--- config.mk ---
export PLATFORM = sky130hd
export DESIGN_NAME = freq_meter
export DESIGN_NICKNAME = d
export VERILOG_FILES = /design/src/rtl/freq_meter.sv
export SDC_FILE = /design/constraint.sdc
export NUM_CORES = 1
export LEC_CHECK = 0
export CELL_PAD_IN_SITES_DETAIL_PLACEMENT = 1
export CELL_PAD_IN_SITES_GLOBAL_PLACEMENT = 1
export CORE_ASPECT_RATIO = 0.5
export CORE_UTILIZATION = 35
export DETAILED_ROUTE_END_ITERATION = 6
export PLACE_DENSITY = 0.64
export SKIP_LAST_GASP = 1
export SYNTH_ARGS = -nofsm -noshare
export SYNTH_HDL_FRONTEND = slang
export SYNTH_SLANG_ARGS = --single-unit
export TNS_END_PERCENT = 30
--- constraint.sdc ---
create_clock -name CLK -period 2.7 [get_ports CLK]
set_clock_uncertainty 0.1 [all_clocks]
set_input_delay 0.27 -clock CLK [delete_from_list [all_inputs] [get_ports CLK]]
set_output_delay 0.27 -clock CLK [all_outputs]
set_load 0.02 [all_outputs]
--- src/rtl/freq_meter.sv ---
// freq_meter: counts rising edges and high cycles of an asynchronous input
// over a fixed gate window of GATE_CYCLES clocks. Results are published
// together with a one-cycle FREQ_VALID strobe after each complete window.
module freq_meter #(
  parameter int unsigned GATE_CYCLES = 96000000,
  parameter int unsigned CNT_WIDTH   = 24,
  parameter int unsigned GATE_WIDTH  = 27
) (
  input  logic                  CLK,
  input  logic                  RESET_N,
  input  logic                  SIG_IN,
  input  logic                  ENABLE,
  output logic [CNT_WIDTH-1:0]  FREQ,
  output logic [GATE_WIDTH-1:0] HIGH_CNT,
  output logic                  OVERFLOW,
  output logic                  FREQ_VALID,
  output logic                  GATE
);

  typedef enum logic {
    IDLE = 1'b0,
    RUN  = 1'b1
  } state_t;

  localparam logic [GATE_WIDTH-1:0] LP_LAST = GATE_WIDTH'(GATE_CYCLES - 1);

  state_t                r_state;
  state_t                w_state_nxt;
  logic                  r_s1, r_s2, r_s3;
  logic                  w_rise;
  logic                  w_last;
  logic                  w_run_on;
  logic                  w_edge_sat;
  logic [GATE_WIDTH-1:0] r_gate_cnt;
  logic [GATE_WIDTH-1:0] r_high_cnt;
  logic [GATE_WIDTH-1:0] w_high_nxt;
  logic [CNT_WIDTH-1:0]  r_edge_cnt;
  logic [CNT_WIDTH-1:0]  w_edge_nxt;
  logic                  r_ovf;
  logic                  w_ovf_nxt;
  logic [CNT_WIDTH-1:0]  r_tot_edge;
  logic [GATE_WIDTH-1:0] r_tot_high;
  logic                  r_tot_ovf;
  logic                  r_pend;

  assign GATE = (r_state == RUN);

  // Synchronize SIG_IN and keep one history flop for edge detection
  always_ff @(posedge CLK or negedge RESET_N) begin
    if (!RESET_N) begin
      r_s1 <= 1'b0;
      r_s2 <= 1'b0;
      r_s3 <= 1'b0;
    end else begin
      r_s1 <= SIG_IN;
      r_s2 <= r_s1;
      r_s3 <= r_s2;
    end
  end

  // Next-state logic and next values of the window accumulators
  always_comb begin
    w_state_nxt = r_state;
    w_rise      = r_s2 & ~r_s3;
    w_last      = (r_state == RUN) && (r_gate_cnt == LP_LAST);
    w_run_on    = (r_state == RUN) && ENABLE && !w_last;
    w_edge_sat  = &r_edge_cnt;
    w_edge_nxt  = r_edge_cnt + CNT_WIDTH'(w_rise & ~w_edge_sat);
    w_ovf_nxt   = r_ovf | (w_rise & w_edge_sat);
    w_high_nxt  = r_high_cnt + GATE_WIDTH'(r_s2);
    case (r_state)
      IDLE: if (ENABLE) w_state_nxt = RUN;
      RUN:  if (!ENABLE && !w_last) w_state_nxt = IDLE;
            else if (w_last && !ENABLE) w_state_nxt = IDLE;
      default: w_state_nxt = IDLE;
    endcase
  end

  // State register
  always_ff @(posedge CLK or negedge RESET_N) begin
    if (!RESET_N) r_state <= IDLE;
    else          r_state <= w_state_nxt;
  end

  // Window counters: run while gated, clear on idle, abort or window end
  always_ff @(posedge CLK or negedge RESET_N) begin
    if (!RESET_N) begin
      r_gate_cnt <= '0;
      r_edge_cnt <= '0;
      r_high_cnt <= '0;
      r_ovf      <= 1'b0;
    end else if (w_run_on) begin
      r_gate_cnt <= r_gate_cnt + 1'b1;
      r_edge_cnt <= w_edge_nxt;
      r_high_cnt <= w_high_nxt;
      r_ovf      <= w_ovf_nxt;
    end else begin
      r_gate_cnt <= '0;
      r_edge_cnt <= '0;
      r_high_cnt <= '0;
      r_ovf      <= 1'b0;
    end
  end

  // Totals are staged for one cycle so outputs and strobe update together
  always_ff @(posedge CLK or negedge RESET_N) begin
    if (!RESET_N) begin
      r_tot_edge <= '0;
      r_tot_high <= '0;
      r_tot_ovf  <= 1'b0;
      r_pend     <= 1'b0;
    end else begin
      r_pend <= w_last;
      if (w_last) begin
        r_tot_edge <= w_edge_nxt;
        r_tot_high <= w_high_nxt;
        r_tot_ovf  <= w_ovf_nxt;
      end
    end
  end

  // Publish results with the FREQ_VALID strobe
  always_ff @(posedge CLK or negedge RESET_N) begin
    if (!RESET_N) begin
      FREQ       <= '0;
      HIGH_CNT   <= '0;
      OVERFLOW   <= 1'b0;
      FREQ_VALID <= 1'b0;
    end else begin
      FREQ_VALID <= r_pend;
      if (r_pend) begin
        FREQ     <= r_tot_edge;
        HIGH_CNT <= r_tot_high;
        OVERFLOW <= r_tot_ovf;
      end
    end
  end

endmodule

==> impl_metrics.ini <==
[pwr]
comb_power_share = 0.022
pwr-share-clk = 0.446
power_w = 0.00534
cellPowerDensity_mw_per_mm2 = 527
p_int_w = 0.00408
swShare = 0.236
p_sw_w = 0.00126
pwr-share-seq = 0.532
irDropWorstVdd_mv = 0.364
total_leakage_power_nw = 4.22

[cts]
clk_pin_slew_ns = 0.07
insertion_delay_ns = 0.44
cts-buffers-inserted = 17
cts_tree = done
ctsRootBufferMaster = clkbuf_16
htreeDepth = 4
numClockSinks = 189
clock_path_buffers = 2

[layout]
final_util = 0.440
finalNetCount = 827
n_fill_cell = 2497
drive_above_1_share = 0.193
fin_cells = 1137
area_delta_synth_final_pct = 22.2
fin_area_mm2 = 0.0101
antenna_cells = 0

[setup_path]
critical_path_arrival_ns = 2.93
endpoint_kind = flop
critPathBufInv = 0
crit_fanout = 5
critPathLaunchType = flop
slowest_delay_ns = 0.49
crit_required_ns = 2.95
reg2reg_setup_slack_ns = 0.03
critPathKind = reg2reg
cp_cell_sequence = nand4_1 > nor4_4 > nand2_1 > and3_4 > ha_4 > ha_4 > nand4_1 > or4_4 > or3_4 > a31oi_4
crit_family = simple AND/OR/NAND/NOR gates
crit_path_top_delay_cell = or4_4

[die]
die_area_mm2 = 0.0244
rows = 39
pin_count = 58
die_y_um = 111
core-area_mm2 = 0.0230
start_util = 0.360
die_w_um = 220

[synthesis]
synthAdderAreaFrac = 0.00904
synth_fp_nets = 739
syn_area_per_cell_um2 = 11.4
synth_compound_area_frac = 0.0708
synth_edf_count = 0
synthSimpleGateAreaFrac = 0.151
ys_types = 49
synth_xor_area_frac = 0.0454
ys_seq_area_frac = 0.570
synth_flop_cell = dfrtp_1
synth_seq_cells = 189
synth.area.mux_share = 0.112
async_flop_share = 1.00
synth_cells = 729
ys_warn_count = 0
syn_area_mm2 = 0.00830
synth_top_family_by_area = simple AND/OR/NAND/NOR gates

[place]
pre_cts_slack_ns = -0.0455
placed_cells = 1096
place.gp.congestion = 0.807
hpwl_um = 13700
place_area_mm2 = 0.00943
port_buffers = 57

[detailed_routing]
via_per_inst = 5.19
first_iter_violations = 311
num_vias = 5905
avgRoutedWirePerCell_um = 17.8
wl_um = 20200
detail-route-antenna-nets = 0
drtPass1Iterations = 6
drc = 4

[global_route]
antenna_found_initial = 0
grt_pass1_wl_um = 33700
grt_pass1_vias = 6236
grt_use_total = 0.177
grt_max_degree = 64
grt_overflow = 0

[timing]
min_period_ns = 2.67
setup_viol = 0
fin_crit_sh = 0.991
slew_headroom = 0.441
worst_slew_pin_slew_ns = 0.831
finalMaxSlewViolations = 0
fin_ws_ns = 0.0253
hold_viol_final = 0
timing.fmax_mhz = 374

[hold_path]
min_path_type = in2reg

[run_status]
violations = DRC
status = finished with violations

[job]
maxCapViolations = 0
[per-layer routing]
layer	track usage	share of wire
met1	0.253	0.49
met2	0.270	0.47
met3	0.0379	0.033
met4	0.0501	0.012
met5	0	0
[path summary, 6_finish.rpt]
kind,to,startpoint,cells after the start
worst max register to register,r_tot_edge[20],r_edge_cnt[17],10
min in group asynchronous,r_gate_cnt[0],RESET_N,2
worst min-delay path,r_s1,SIG_IN,1
max in group asynchronous,r_edge_cnt[18],RESET_N,3
worst max-delay path,r_tot_edge[20],r_edge_cnt[17],10
worst min register to register,r_s2,r_s1,0
[worst register-to-register path: cells and delay by family, from the launching register on]
| kind | cells | cell delay, ns |
|---|---|---|
| AND/OR/NAND/NOR | 7 | 1.68 |
| flip-flops | 1 | 0.39 |
| AO/OA/AOI/OAI | 1 | 0.16 |
| adder cells (fa/ha/maj) | 2 | 0.27 |
[logic make-up (layout without fill, tap and decap cells)]
logic type               after synthesis  count (layout)
multiplexers                          86              86
adder cells (fa/ha/maj)                6               6
buffers and inverters                 79             180
XOR/XNOR                              43              43
AND/OR/NAND/NOR                      230             230
flip-flops                           189             189
AO/OA/AOI/OAI                         96              96
[state kept, by name, indices dropped and copies added, names as in the netlist, 24 cells and up]
name,flops
HIGH_CNT,27
r_tot_edge,24
r_high_cnt,27
FREQ,24
r_edge_cnt,24
r_gate_cnt,27
r_tot_high,27
[synthesized netlist by cell type, types with 10 or more instances]
cell	instances	area (µm²)
and4_1	10	87.6
dfrtp_1	189	4730
nor4_1	12	75.1
clkbuf_1	12	45.0
nand3_1	29	145
a31oi_1	13	81.3
a21oi_1	41	205
nand4_1	26	163
nand2_1	28	105
nor3_1	13	65.1
xor2_1	16	140
or3_1	13	81.3
mux2_2	56	631
nor2_1	63	236
mux2i_1	30	300
xnor2_1	27	236
o21ai_0	16	80.1
inv_1	49	184
[layout by cell type (no fill, tap or decap), types with 3 or more instances in the layout]
cell and count:
nor2_1 62, clkdlybuf4s50_1 56, nand4_1 26, buf_4 35, or4_1 8, xnor2_1 26, clkbuf_16 17, a21oi_2 3
nand3_1 29, buf_12 6, or3_1 11, a311oi_1 4, inv_1 49, a2bb2oi_1 4, a21oi_1 39, mux2_2 56
and3_1 8, nor3_1 13, o21ai_0 14, a31oi_1 12, dfrtp_1 186, mux2i_1 30, nor4_1 11, o31ai_1 7
ha_1 4, dfrtp_2 3, and4_1 10, clkinv_4 6, nand2_1 28, inv_6 4, xor2_1 16, or4_4 4
[metrics by stage]
step	TNS, ns	hold WS [ns]
2_1_floorplan	0	-0.126
3_3_place_gp	0	0.208
3_5_place_dp	-0.0735	0.210
4_1_cts	-0.0167	0.166
5_1_grt	-0.466	0.168
6_report	0	0.186
[area by class of cell]
class | instances | area (µm²) | area share
Sequential cell | 189 | 4730 | 0.467
Tap cell | 307 | 384 | 0.0379
Clock buffer | 18 | 439 | 0.0433
Timing Repair Buffer | 99 | 967 | 0.0954
Clock inverter | 14 | 113 | 0.0111
Multi-Input combinational cell | 461 | 3320 | 0.328
Inverter | 49 | 184 | 0.0181
[what timing repair did]
| item | 4_1_cts | 5_1_grt |
|---|---|---|
| setup buffers | 5 | 3 |
| endpoints found under the setup margin | 10 | 16 |
| hold buffers | 1 | 0 |
| endpoints found under the hold margin | 60 | 0 |
| pin swaps | 3 | 8 |
| resized for setup | 2 | 16 |
[power by group through the flow]
stage,Clock [W],Combinational [W],Sequential [W]
floorplan,0,0.0000310,0.00290
global placement,0,0.000117,0.00290
detailed placement,0,0.000119,0.00290
CTS,0.00244,0.000120,0.00284
global route,0.00255,0.000134,0.00284
finish,0.00238,0.000116,0.00284
(Power assumes the default switching activity.)
